==> src/rtl/alu_op_sequencer.sv <==
// alu_op_sequencer: drives operands and an opcode to an external combinational
// ALU, waits SETTLE_CYCLES cycles, then captures the ALU result. It runs either
// a single operation (start) or all 16 opcodes in order (sweep).
//
// Ports:
//   clk, rst             clock and synchronous active-high reset
//   sw_a, sw_b, sw_sel   operand and opcode sources, latched on a trigger
//   start, sweep         triggers, acted on at their rising edge
//   alu_a, alu_b         operands driven to the ALU
//   alu_sel              opcode driven to the ALU
//   alu_out, alu_carry   ALU result and carry, combinational from alu_*
//   result               captured ALU result
//   result_carry         captured carry flag
//   result_op            opcode that produced result
//   result_valid         one-cycle pulse per capture
//   busy                 high while not idle
//   done                 one-cycle pulse on the last capture of a sweep
module alu_op_sequencer #(
    parameter int unsigned SETTLE_CYCLES = 1
) (
    input  logic       clk,
    input  logic       rst,
    input  logic [3:0] sw_a,
    input  logic [3:0] sw_b,
    input  logic [3:0] sw_sel,
    input  logic       start,
    input  logic       sweep,
    output logic [3:0] alu_a,
    output logic [3:0] alu_b,
    output logic [3:0] alu_sel,
    input  logic [7:0] alu_out,
    input  logic       alu_carry,
    output logic [7:0] result,
    output logic       result_carry,
    output logic [3:0] result_op,
    output logic       result_valid,
    output logic       busy,
    output logic       done
);

    localparam int unsigned OPND_W = 4;
    localparam int unsigned RES_W  = 8;
    localparam int unsigned CNT_W  = 4;

    localparam logic [OPND_W-1:0] LAST_OP     = OPND_W'(15);
    localparam logic [CNT_W-1:0]  SETTLE_INIT = CNT_W'(SETTLE_CYCLES - 1);

    typedef enum logic [1:0] {
        ST_IDLE    = 2'd0,
        ST_SETTLE  = 2'd1,
        ST_CAPTURE = 2'd2
    } state_t;

    typedef enum logic {
        MODE_SINGLE = 1'b0,
        MODE_SWEEP  = 1'b1
    } mode_t;

    state_t             state, state_n;
    mode_t              mode, mode_n;
    logic [CNT_W-1:0]   settle_cnt, settle_cnt_n;
    logic               start_q, sweep_q;
    logic [OPND_W-1:0]  alu_a_n, alu_b_n, alu_sel_n;
    logic [RES_W-1:0]   result_n;
    logic               result_carry_n;
    logic [OPND_W-1:0]  result_op_n;
    logic               result_valid_n;
    logic               busy_n;
    logic               done_n;

    logic start_edge_c;
    logic sweep_edge_c;

    // Trigger edges against the previous-cycle sample.
    assign start_edge_c = start & ~start_q;
    assign sweep_edge_c = sweep & ~sweep_q;

    // Next-state and next-output logic.
    always_comb begin
        state_n        = state;
        mode_n         = mode;
        settle_cnt_n   = settle_cnt;
        alu_a_n        = alu_a;
        alu_b_n        = alu_b;
        alu_sel_n      = alu_sel;
        result_n       = result;
        result_carry_n = result_carry;
        result_op_n    = result_op;
        result_valid_n = 1'b0;
        done_n         = 1'b0;

        unique case (state)
            ST_IDLE: begin
                // start wins over a simultaneous sweep edge.
                if (start_edge_c) begin
                    alu_a_n      = sw_a;
                    alu_b_n      = sw_b;
                    alu_sel_n    = sw_sel;
                    mode_n       = MODE_SINGLE;
                    settle_cnt_n = SETTLE_INIT;
                    state_n      = ST_SETTLE;
                end else if (sweep_edge_c) begin
                    alu_a_n      = sw_a;
                    alu_b_n      = sw_b;
                    alu_sel_n    = '0;
                    mode_n       = MODE_SWEEP;
                    settle_cnt_n = SETTLE_INIT;
                    state_n      = ST_SETTLE;
                end
            end

            ST_SETTLE: begin
                if (settle_cnt == '0) begin
                    state_n = ST_CAPTURE;
                end else begin
                    settle_cnt_n = settle_cnt - CNT_W'(1);
                end
            end

            ST_CAPTURE: begin
                result_n       = alu_out;
                result_carry_n = alu_carry;
                result_op_n    = alu_sel;
                result_valid_n = 1'b1;
                if ((mode == MODE_SWEEP) && (alu_sel != LAST_OP)) begin
                    alu_sel_n    = alu_sel + OPND_W'(1);
                    settle_cnt_n = SETTLE_INIT;
                    state_n      = ST_SETTLE;
                end else begin
                    // A sweep ends on opcode 15 without wrapping alu_sel.
                    done_n  = (mode == MODE_SWEEP);
                    state_n = ST_IDLE;
                end
            end

            default: begin
                state_n = ST_IDLE;
            end
        endcase

        busy_n = (state_n != ST_IDLE);
    end

    // State and output registers.
    always_ff @(posedge clk) begin
        if (rst) begin
            state        <= ST_IDLE;
            mode         <= MODE_SINGLE;
            settle_cnt   <= '0;
            start_q      <= 1'b0;
            sweep_q      <= 1'b0;
            alu_a        <= '0;
            alu_b        <= '0;
            alu_sel      <= '0;
            result       <= '0;
            result_carry <= 1'b0;
            result_op    <= '0;
            result_valid <= 1'b0;
            busy         <= 1'b0;
            done         <= 1'b0;
        end else begin
            state        <= state_n;
            mode         <= mode_n;
            settle_cnt   <= settle_cnt_n;
            start_q      <= start;
            sweep_q      <= sweep;
            alu_a        <= alu_a_n;
            alu_b        <= alu_b_n;
            alu_sel      <= alu_sel_n;
            result       <= result_n;
            result_carry <= result_carry_n;
            result_op    <= result_op_n;
            result_valid <= result_valid_n;
            busy         <= busy_n;
            done         <= done_n;
        end
    end

endmodule

==> config.mk <==
export PLATFORM = sky130hd
export DESIGN_NAME = alu_op_sequencer
export DESIGN_NICKNAME = d
export VERILOG_FILES = /design/src/rtl/alu_op_sequencer.sv
export SDC_FILE = /design/constraint.sdc
export NUM_CORES = 1
export LEC_CHECK = 0
export CORE_ASPECT_RATIO = 0.75
export CORE_MARGIN = 1.5
export CORE_UTILIZATION = 40
export DETAILED_ROUTE_END_ITERATION = 10
export GPL_ROUTABILITY_DRIVEN = 0
export MAX_ROUTING_LAYER = met4
export PLACE_DENSITY = 0.68
export SYNTH_ARGS = -nofsm -noshare
export SYNTH_HDL_FRONTEND = slang
export SYNTH_SLANG_ARGS = --single-unit
export TNS_END_PERCENT = 100
==> constraint.sdc <==
create_clock -name clk -period 1.73 [get_ports clk]
set_clock_uncertainty 0.15 [all_clocks]
set_input_delay 0.519 -clock clk [delete_from_list [all_inputs] [get_ports clk]]
set_output_delay 0.519 -clock clk [all_outputs]
set_load 0.03 [all_outputs]
Word-level counts from Yosys, hierarchy flattened
Index checks and enable logic that the tools add are counted.

word-level totals
  register bits after elaboration = 37
  bits of input ports = 25
  word-level logic and storage cells = 58

cells by class
  $add $sub $neg = 2
  eq/ne operators = 6
  muxes and demuxes = 20
  bitwise gates (word level) = 5
  reduce and logical (&&, ||, !) cells = 11

operators by type and width
  cell                                                                   count
  4-bit 2-to-1 mux                                                       10
  4-bit case mux with 3 select lines                                     1
  4-bit case mux with 2 select lines                                     1
  2-bit 2-to-1 mux                                                       3
  2-bit case mux with 3 select lines                                     1
  2-bit nonzero test                                                     3
  4-bit by 1-bit adder with 4-bit output, second input constant          1
  4-bit zero test                                                        1
  1-bit 2-to-1 mux                                                       4
  2-bit != test, second input constant                                   2
  4-bit != test, second input constant                                   1
  4-bit AND reduction                                                    1
  4-bit by 1-bit subtractor with 4-bit output, second input constant     1
  3-bit != test, second input constant                                   1
  1-bit inverter                                                         3
  3-bit AND reduction                                                    1
  3-bit nonzero test                                                     1
  3-bit OR reduction                                                     1
  1-bit AND                                                              2
  2-bit by 1-bit equality test with 1-bit output, second input constant  1
  2-bit equality test, second input constant                             1
  2-bit zero test                                                        1
  2-bit AND reduction                                                    1
  1-bit logical AND                                                      1

Longest topological paths before layout
  depth in word-level cells = 6
  mapped depth = 7
  gate-level depth less buffers = 6

Least setup slack after synthesis
No wires, ideal clock.

  kind = register -> register
  start point = register alu_sel[0]
  end point = register settle_cnt[1]
  library setup time = 132 ps
  arrival = 1449 ps
  data required time = 1448 ps
  slack = -1 ps
  cell stages (with the launch flop) = 6
  period minus slack after synthesis = 1731 ps
  path through = dfxtp_1 > ha_1 > nand3_1 > and3_1 > o31ai_1 > a21oi_1

between the ends
  longest elaborated chain between the ends = 4

ends and longest elaborated chain
  item                           line  source
  start: declaration             30    output logic [3:0] alu_sel,
  start signal: assignment       169   alu_sel <= alu_sel_n;
  4-bit != test                  125   if ((mode == MODE_SWEEP) && (alu_sel != LAST_OP)) begin
  1-bit logical AND              125
  2-bit != test (no line)        -
  4-bit AND reduction (no line)  -
  end signal: assignment         164   settle_cnt <= settle_cnt_n;
  end: declaration               61    logic [CNT_W-1:0] settle_cnt, settle_cnt_n;

No other way between the ends.
A chain may end at the register's enable or synchronous reset.

Worst setup path in the final report
  start point = register result[1]
  end point = output result[1]

RTL lines
  item                      line  source
  start: declaration        33    output logic [7:0] result,
  start signal: assignment  170   result <= result_n;

No word-level cell between the ends.

==> flow_metrics.py <==
metrics = {
    "status": {
        "status": "finished, final reports clean",
    },
    "placement": {
        "dpl.cell_count": 273,
        "dp_hpwl_mm": 2.73,
        "placement.io_buffers": 52,
        "placed_area_um2": 2120,
        "dp_slack_ns": -0.438,
    },
    "layout": {
        "seqCellArea_um2": 742,
        "layout_commonest_cell": "dfxtp_1",
        "multiInputGateArea_um2": 754,
        "fill_cells": 325,
        "final_core_util": 0.620,
        "final_cells": 282,
        "stdcell_area_um2": 2260,
        "final_nets": 257,
        "layout_common_cells": "36 x dfxtp_1, 29 x nand2_1, 22 x clkdlybuf4s50_1, 17 x a21oi_1, 17 x clkdlybuf4s15_1",
        "antenna_cells": 0,
        "drive_gt1_frac": 0.152,
        "area_delta_synth_final_pct": 48.6,
    },
    "timing": {
        "period_needed_ns": 1.69,
        "worst_pin_slew_ns": 0.324,
        "drv_slew": 0,
        "max_freq_mhz": 593,
        "relSlewSlack": 0.785,
        "rsz0062_at_grt": "false",
        "post-route-period-util": 0.975,
        "setup_slack_ns": 0.0438,
        "final-hold-violation-count": 0,
        "setup_viol_count_final": 0,
    },
    "job": {
        "maxCapViolCount": 0,
    },
    "logic_synthesis": {
        "syn_avg_cell_area_um2": 9.03,
        "syn_nets": 195,
        "netlist_area_um2": 1520,
        "synth_cell_type_count": 39,
        "yosysWarnings": 0,
        "ys_seq_area_frac": 0.488,
        "synth_edf_count": 0,
        "synth-seq-cells": 37,
        "netlist_instances": 168,
        "async_flop_share": 0,
        "synth_ff_type": "dfxtp_1",
    },
    "clocking": {
        "clock_sinks": 37,
        "clkLatencyLatePin_ns": 0.28,
        "cts_root_buffer": "clkbuf_8",
        "cts.path.max_buffers": 2,
        "htreeDepth": 2,
        "cts.clk_slew.worst_paths_ns": 0.07,
        "cts_tree": "yes",
        "cts_hold_buf": 0,
        "cts_buffers": 5,
    },
    "worst_setup_path": {
        "ff2ff_path_depth": 5,
        "critical_path_class": "reg2out",
        "crit_chain": "clkdlybuf4s15_1",
        "end_kind": "output port",
        "cpPeakStageDelay_ns": 0.39,
        "cp.arrival_ns": 1.02,
        "worstSetupStartpoint": "result[1]$_SDFFE_PP0P_",
        "critPathTopFamily": "buffers and inverters",
        "critPathLaunchType": "flop",
        "cp.required_ns": 1.06,
        "cpMaxStageDelayCell": "clkdlybuf4s15_1",
        "cp_max_fo": 2,
        "rrSetupSlack_ns": 0.09,
        "crit_buf_inv": 1,
        "rr_endpoint": "state[0]$_SDFF_PP0_",
        "timing.rr.start": "settle_cnt[0]$_SDFFE_PP0P_",
    },
    "die": {
        "initial_core_util": 0.417,
        "die_x_um": 74.1,
        "dieHeight_um": 56.3,
        "core_area_um2": 3640,
        "die_area_um2": 4180,
        "num_rows": 19,
        "io_pins": 53,
    },
    "grt": {
        "overflow": 0,
        "grt_pass1_wl_mm": 6.14,
        "grt_pass1_vias": 1391,
        "track_usage": 0.199,
        "antenna_found_initial": 0,
        "grt_max_degree": 19,
    },
    "detailed_routing": {
        "post_drt_via_cell_ratio": 5.02,
        "wl_per_cell_um": 13.4,
        "drc": 0,
        "drt-pass1-iter-count": 4,
        "via_count": 1417,
        "first_iter_violations": 96,
        "drtAntennaViolNets": 0,
        "wirelength_mm": 3.78,
    },
    "power": {
        "p_leak_uw": 0.000922,
        "total_power_uw": 2100,
        "power_density_nw_per_um2": 929,
        "peakVddDrop_uv": 521,
    },
    "min_path": {
        "worstHoldStart": "result_carry$_SDFFE_PP0P_",
        "whs_endpoint": "result_carry$_SDFFE_PP0P_",
        "hold_depth": 2,
        "min_path_type": "reg2reg",
    },
}
[where the power goes]
part / switching [uW] / internal [uW]
Combinational: 293 / 243
Sequential: 46.9 / 915
Clock: 283 / 316
Total: 623 / 1470
[layout make-up]
cell class              count  area share
well taps                  52      0.0288
inverters                   3     0.00499
clock buffers               7      0.0383
repair buffers             64       0.265
flip-flops and latches     37       0.329
multi-input cells         119       0.334
[synthesized netlist by cell type, drive strengths merged, types with 3 or more instances]
cell / count / area, um^2
a21oi: 17 / 85.1
and2: 3 / 18.8
buf: 5 / 37.5
clkbuf: 5 / 18.8
dfxtp: 37 / 741
inv: 3 / 11.3
mux2i: 8 / 80.1
nand2: 29 / 109
nand3: 5 / 37.5
nand4: 4 / 25.0
nor2: 12 / 47.6
nor2b: 5 / 41.3
nor3: 6 / 30.0
o21a: 3 / 23.8
[what timing repair did]
action / CTS / global route
resized for setup: 30 / 22
setup endpoints to repair: 43 / 33
cloned: 0 / 1
pin swaps: 3 / 3
buffers inserted: 0 / 1
[flip-flops by register name (all words and copies together), names as in the netlist, 2 cells and up]
register / cells
result_op: 4
alu_sel: 4
settle_cnt: 4
result: 8
alu_b: 4
state: 2
alu_a: 4
[through the flow]
| step | hold WS (ns) | setup TNS, ns |
|---|---|---|
| final | 0.304 | 0 |
| after global routing | 0.325 | 0 |
| after CTS | 0.302 | -0.00412 |
| after detailed placement | 0.295 | -6.85 |
| after global placement | 0.291 | -6.44 |
| after floorplan | 0.323 | 0 |
[worst max-delay path by stage]
| stage | endpoint | slack [ns] | cells after the start |
|---|---|---|---|
| floorplan | settle_cnt[1]$_SDFFE_PP0P_ | 0.006 | 5 |
| global route | result[1] | 0.0002 | 1 |
| global placement | alu_b[1]$_SDFFE_PP0P_ | -0.37 | 5 |
| CTS | alu_b[1]$_SDFFE_PP0P_ | -0.004 | 5 |
| finish | result[1] | 0.04 | 1 |
| detailed placement | alu_b[1]$_SDFFE_PP0P_ | -0.44 | 5 |
[per-layer routing]
| metal | part of all wire | track usage | routed length [um] |
|---|---|---|---|
| met1 | 0.46 | 0.243 | 1740 |
| met2 | 0.47 | 0.305 | 1790 |
| met3 | 0.059 | 0.0754 | 221 |
| met4 | 0.0064 | 0.0582 | 24 |
| met5 | 0 | - | 0 |
[logic make-up (layout without fill, tap and decap cells)]
group,count (synthesis),in the layout,synth area share
AOI/OAI and AO/OA,32,33,0.135
xor gates and xnor gates,2,2,0.0115
adders and majority gates,2,2,0.0165
buffers and inverters,13,74,0.0445
DFF,37,37,0.488
muxes,8,8,0.0528
and+or+nand+nor,74,74,0.251
Note: power is estimated with default switching activity, not from simulation.
